`src/rtl/lc3b_mem_bridge.sv`:
```
// ============================================================================
// lc3b_mem_bridge
// ----------------------------------------------------------------------------
// Purpose:
//   Bridges the LC-3b CPU memory port to a physical memory. The CPU holds
//   mem_read/mem_write at a steady level until it sees mem_resp. This block
//   turns that level into one registered, word-aligned physical request. It
//   then returns a single-cycle mem_resp, together with read data captured
//   from memory. Every output is registered.
//
//   The transaction sequence is IDLE -> ACCESS -> RESPOND -> IDLE. As a
//   result, at most one transaction completes every three cycles.
//
// Configuration macro:
//   MEM_TIMEOUT_EN - when defined, an ACCESS that gets no pmem_resp within
//                    TIMEOUT_CYCLES cycles is aborted. The abort returns
//                    mem_rdata = 16'hDEAD and pulses mem_err together with
//                    mem_resp. When the macro is undefined, ACCESS waits
//                    forever and mem_err is tied to 0.
//
// Parameters:
//   TIMEOUT_CYCLES - ACCESS cycles allowed before an abort (timeout build only)
//   ADDR_W         - address width
//   DATA_W         - data width
//
// Ports:
//   clk             in   system clock, rising edge
//   rst_n           in   synchronous active-low reset
//   mem_read        in   CPU read request, held until mem_resp
//   mem_write       in   CPU write request, held until mem_resp
//   mem_address     in   CPU byte address
//   mem_wdata       in   CPU write data
//   mem_byte_enable in   CPU write byte mask
//   mem_rdata       out  read data, valid in the mem_resp cycle
//   mem_resp        out  one-cycle completion pulse
//   mem_err         out  one-cycle abort pulse, coincident with mem_resp
//   pmem_read       out  physical read strobe, held until pmem_resp
//   pmem_write      out  physical write strobe, held until pmem_resp
//   pmem_addr       out  word-aligned physical address (bit 0 cleared)
//   pmem_wdata      out  latched write data
//   pmem_wmask      out  latched byte mask
//   pmem_rdata      in   physical read data, valid with pmem_resp
//   pmem_resp       in   physical completion, single cycle
// ============================================================================
module lc3b_mem_bridge #(
   parameter int TIMEOUT_CYCLES = 255,
   parameter int ADDR_W         = 16,
   parameter int DATA_W         = 16
) (
   input  logic              clk,
   input  logic              rst_n,
   input  logic              mem_read,
   input  logic              mem_write,
   input  logic [ADDR_W-1:0] mem_address,
   input  logic [DATA_W-1:0] mem_wdata,
   input  logic [1:0]        mem_byte_enable,
   output logic [DATA_W-1:0] mem_rdata,
   output logic              mem_resp,
   output logic              mem_err,
   output logic              pmem_read,
   output logic              pmem_write,
   output logic [ADDR_W-1:0] pmem_addr,
   output logic [DATA_W-1:0] pmem_wdata,
   output logic [1:0]        pmem_wmask,
   input  logic [DATA_W-1:0] pmem_rdata,
   input  logic              pmem_resp
);

   typedef enum logic [1:0] {
      IDLE,
      ACCESS,
      RESPOND
   } state_t;

   state_t state;

   // Masking with an all-ones-but-bit-0 constant keeps every address bit
   // in use and forces word alignment.
   localparam logic [ADDR_W-1:0] WORD_MASK = ~ADDR_W'(1);

`ifdef MEM_TIMEOUT_EN
   localparam int              CNT_W     = $clog2(TIMEOUT_CYCLES + 1);
   localparam logic [CNT_W-1:0] TMO_LIMIT = CNT_W'(TIMEOUT_CYCLES - 1);

   logic [CNT_W-1:0] tmo_cnt;
`else
   // With no abort path, no error can ever be reported.
   assign mem_err = 1'b0;
`endif

   // Transaction sequencer with registered outputs.
   //
   // IDLE samples the CPU request. A write wins over a simultaneous read.
   // The request fields are latched here, and the strobe is raised.
   //
   // ACCESS holds the strobe and the latched fields until pmem_resp
   // arrives. During ACCESS the CPU inputs are deliberately not looked at.
   // pmem_read stays high until completion, so it also identifies the
   // transaction as a read when deciding whether to capture data.
   //
   // RESPOND is the single cycle in which mem_resp is visible. The request
   // level seen during RESPOND is ignored: the CPU has not yet had a chance
   // to drop it. A request that is still present in the following IDLE
   // cycle is treated as a new transaction.
   //
   // In the timeout build, a counter tracks the number of ACCESS cycles.
   // A response that arrives in the same cycle as the limit takes priority
   // and completes normally.
   always_ff @(posedge clk) begin
      if (!rst_n) begin
         state      <= IDLE;
         mem_resp   <= 1'b0;
         pmem_read  <= 1'b0;
         pmem_write <= 1'b0;
         mem_rdata  <= '0;
         pmem_addr  <= '0;
         pmem_wdata <= '0;
         pmem_wmask <= 2'b00;
`ifdef MEM_TIMEOUT_EN
         mem_err    <= 1'b0;
         tmo_cnt    <= '0;
`endif
      end else begin
         case (state)
            IDLE: begin
               if (mem_write) begin
                  pmem_addr  <= mem_address & WORD_MASK;
                  pmem_wdata <= mem_wdata;
                  pmem_wmask <= mem_byte_enable;
                  pmem_write <= 1'b1;
                  state      <= ACCESS;
`ifdef MEM_TIMEOUT_EN
                  tmo_cnt    <= '0;
`endif
               end else if (mem_read) begin
                  pmem_addr  <= mem_address & WORD_MASK;
                  pmem_read  <= 1'b1;
                  state      <= ACCESS;
`ifdef MEM_TIMEOUT_EN
                  tmo_cnt    <= '0;
`endif
               end
            end

            ACCESS: begin
               if (pmem_resp) begin
                  if (pmem_read) begin
                     mem_rdata <= pmem_rdata;
                  end
                  pmem_read  <= 1'b0;
                  pmem_write <= 1'b0;
                  mem_resp   <= 1'b1;
                  state      <= RESPOND;
               end
`ifdef MEM_TIMEOUT_EN
               else if (tmo_cnt == TMO_LIMIT) begin
                  pmem_read  <= 1'b0;
                  pmem_write <= 1'b0;
                  mem_rdata  <= DATA_W'(16'hDEAD);
                  mem_resp   <= 1'b1;
                  mem_err    <= 1'b1;
                  state      <= RESPOND;
               end else begin
                  tmo_cnt    <= tmo_cnt + 1'b1;
               end
`endif
            end

            RESPOND: begin
               mem_resp <= 1'b0;
`ifdef MEM_TIMEOUT_EN
               mem_err  <= 1'b0;
`endif
               state    <= IDLE;
            end

            default: begin
               state <= IDLE;
            end
         endcase
      end
   end

endmodule

```
`config.mk`:
```
export PLATFORM = sky130hd
export DESIGN_NAME = lc3b_mem_bridge
export DESIGN_NICKNAME = d
export VERILOG_FILES = /design/src/rtl/lc3b_mem_bridge.sv
export SDC_FILE = /design/constraint.sdc
export NUM_CORES = 1
export LEC_CHECK = 0
export CORE_MARGIN = 3
export CORE_UTILIZATION = 40
export DETAILED_ROUTE_END_ITERATION = 6
export GPL_TIMING_DRIVEN = 0
export PLACE_DENSITY = 0.81
export RECOVER_POWER = 25
export SYNTH_ARGS = -nofsm -noshare
export SYNTH_HDL_FRONTEND = slang
export SYNTH_SLANG_ARGS = --single-unit
```
`constraint.sdc`:
```
create_clock -name clk -period 2 [get_ports clk]
set_input_delay 0.2 -clock clk [delete_from_list [all_inputs] [get_ports clk]]
set_output_delay 0.2 -clock clk [all_outputs]
set_load 0.02 [all_outputs]
```
==> qor.txt <==
total CTS buffers = 5
normalized max-slew margin = 60.2%
die area = 6140 um2
CP Capture Type = flip-flop
Placed Cells = 417
RR Startpoint = state[1]
Area Growth Syn to Fin = 57.4%
Vias/cell = 4.84
M1 GR Usage = 23.4%
most frequent cells in the layout = 104 x clkdlybuf4s50_1, 65 x nand2_1, 54 x dfxtp_1
CP required = 2.24 ns
initial antenna violation count = 0
Worst-Margin Slew = 0.595 ns
Max Root-Sink Buffers = 2
post_cts resized = 0
crit path launch = state[1]
most common cell after layout, fill and taps aside = clkdlybuf4s50_1
Root Driver = clkbuf_8
Fin. Hold Viols = 0
drt pass-1 iters = 4
Post-Route WL = 5960 um
slowest stage delay, CP = 0.35 ns
startpoint types = flip-flop
Top Usage Layer GRT = met2
TritonCTS clock tree = built
first-pass GRT wire length = 9630 um
type of the tightest min-delay check = in -> reg
Max Slew Vio Count = 0
register area share after synthesis = 51.6%
syn avg cell area = 8.55 um2
critical-path maximum fanout = 10
wire per inst = 14.0 um
hold_ws = 0.232 ns
Nets = 412
GP Congestion = 0.786
slowest cell on the critical path = clkbuf_1
# setup viols final = 0
CP top delay family = buffers and inverters
CP Buf/Inv Count = 3
run status = complete, no violations
Setup WS pre-CTS = 0.275 ns
DR DRC count = 0
first-iteration detailed-routing DRC count = 170
setup total negative slack = 0 ns
power per standard cell area = 704 nW/um2
vias in the first global route = 1988
port bufs = 104
max-cap violation count = 0
layout filler cell count = 444
cts hold-fix bufs = 0
dpl hpwl = 4450 um
leakage = 0.00124 uW
Max VDD drop = 0.397 mV
postcts setup bufs = 0
Skew-Pair Late Insertion Delay = 0.31 ns
initial core utilization = 42.9%
Vias = 2059
RSZ-0062 raised after global routing = no
fmax = 0.625 GHz
die width = 78.4 um
crit path time final = 1.60 ns
critical path's most frequent cell = clkbuf_1
worst setup path class = reg -> reg
Final Cycle Share = 80.0%
met3 usage = 5.05%
number of routed nets with antenna violations = 0
met2 Use GR = 34.2%
total power = 2320 uW
Synth Instances = 245
row count = 25
CTS clk-pin slew, worst paths = 0.11 ns
hold_sp = rst_n
Cell Count, Final, Fillers Out = 425
largest net degree at the start of global routing = 19
Seq cells post-synth = 54
clk sinks = 54
share of layout cells above drive strength 1 = 6.15%
CP Data Arrival Time = 1.84 ns
Mapped Area = 2100 um2
Final Worst Setup Slack = 0.400 ns
H-tree Lvls = 2
num ports = 109
GR Util All Layers = 19.4%
Die Height = 78.4 um
library cells used by synthesis = 25
Yosys warning count = 0
GRT overflow = 0
# diodes = 0
Worst Skew = 0.0116 ns
CP Cell Sequence = clkbuf_1 -> and4b_1 -> buf_2 -> clkbuf_1 -> nand3_1 -> o21ai_0
Core Region = 4880 um2
## power by group
part	leakage (uW)	switching (uW)	internal (uW)	total [uW]
Combinational	0.000762	243	268	511
Sequential	0.000442	33.5	1140	1170
Clock	0.0000408	384	251	636
## layout make-up
type                            instances  area [um2]  share of cell area, %
Sequential cell                        54        1080                   32.8
Timing Repair Buffer                  104        1040                   31.6
Multi-Input combinational cell        166         863                   26.2
Buffer                                 23         126                   3.83
Tap cell                               67        83.8                   2.54
Clock buffer                            5        68.8                   2.09
Clock inverter                          3        23.8                  0.721
Inverter                                3        11.3                  0.341
## stage by stage
step	utilization (%)	instance area, um2
detailed placement	66.1	3220
finish	67.6	3300
CTS	68.0	3320
global route	67.6	3300
global placement	66.1	3220
floorplan	-	2100
## Yosys cell counts
| master | n | share of area, % |
|---|---|---|
| a21oi_1 | 2 | 0.48 |
| and2b_2 | 1 | 0.42 |
| and4b_1 | 1 | 0.48 |
| buf_1 | 6 | 1.1 |
| buf_2 | 3 | 0.72 |
| buf_4 | 5 | 1.8 |
| buf_6 | 2 | 1.1 |
| buf_8 | 1 | 0.72 |
| clkbuf_1 | 4 | 0.72 |
| clkbuf_2 | 2 | 0.48 |
| conb_1 | 1 | 0.18 |
| dfxtp_1 | 54 | 52 |
| inv_1 | 3 | 0.54 |
| mux2i_1 | 15 | 7.2 |
| nand2_1 | 65 | 12 |
| nand3_1 | 35 | 8.4 |
| nor2_1 | 2 | 0.36 |
| nor3_4 | 1 | 0.78 |
| nor3b_1 | 2 | 0.72 |
| nor3b_4 | 1 | 0.90 |
| o211a_1 | 1 | 0.48 |
| o21a_1 | 1 | 0.36 |
| o21ai_0 | 30 | 7.2 |
| o21ai_1 | 6 | 1.4 |
| o32ai_1 | 1 | 0.42 |
## sequential cells by signal, indices dropped and copies added, names as in the netlist
| name | count |
|---|---|
| mem_rdata | 16 |
| pmem_wdata | 16 |
| pmem_wmask | 2 |
| pmem_read | 1 |
| state | 2 |
| mem_resp | 1 |
| pmem_write | 1 |
| pmem_addr | 15 |
## routing by layer
metal | up-vias | wire, um | share of wire, %
met3 | 4 | 318 | 5.3
met5 | - | 0 | 0
met4 | 0 | 60 | 1.0
met2 | 60 | 3070 | 51
li1 | 1036 | - | -
met1 | 959 | 2510 | 42
## worst paths after layout
check | slack (ns) | end | depth (start not counted)
hold reg to reg | 0.46 | mem_rdata[1] | 2
setup / recovery | 0.40 | mem_rdata[9] | 6
setup reg to reg | 0.40 | mem_rdata[9] | 6
hold / removal | 0.23 | pmem_wdata[5] | 3
## worst min-delay path, stage by stage
cell and delay, ns:
buf_2 0.16, nand2_1 0.08, o21ai_0 0.06
## logic make-up after synthesis
logic type             Yosys count  synth area share, %
AOI/OAI and AO/OA               41                 10.3
buffers and inverters           26                 7.10
DFF                             54                 51.6
muxes                           15                 7.16
other                            1                0.179
and+or+nand+nor                108                 23.6
Power figures use the tool's default switching activity.
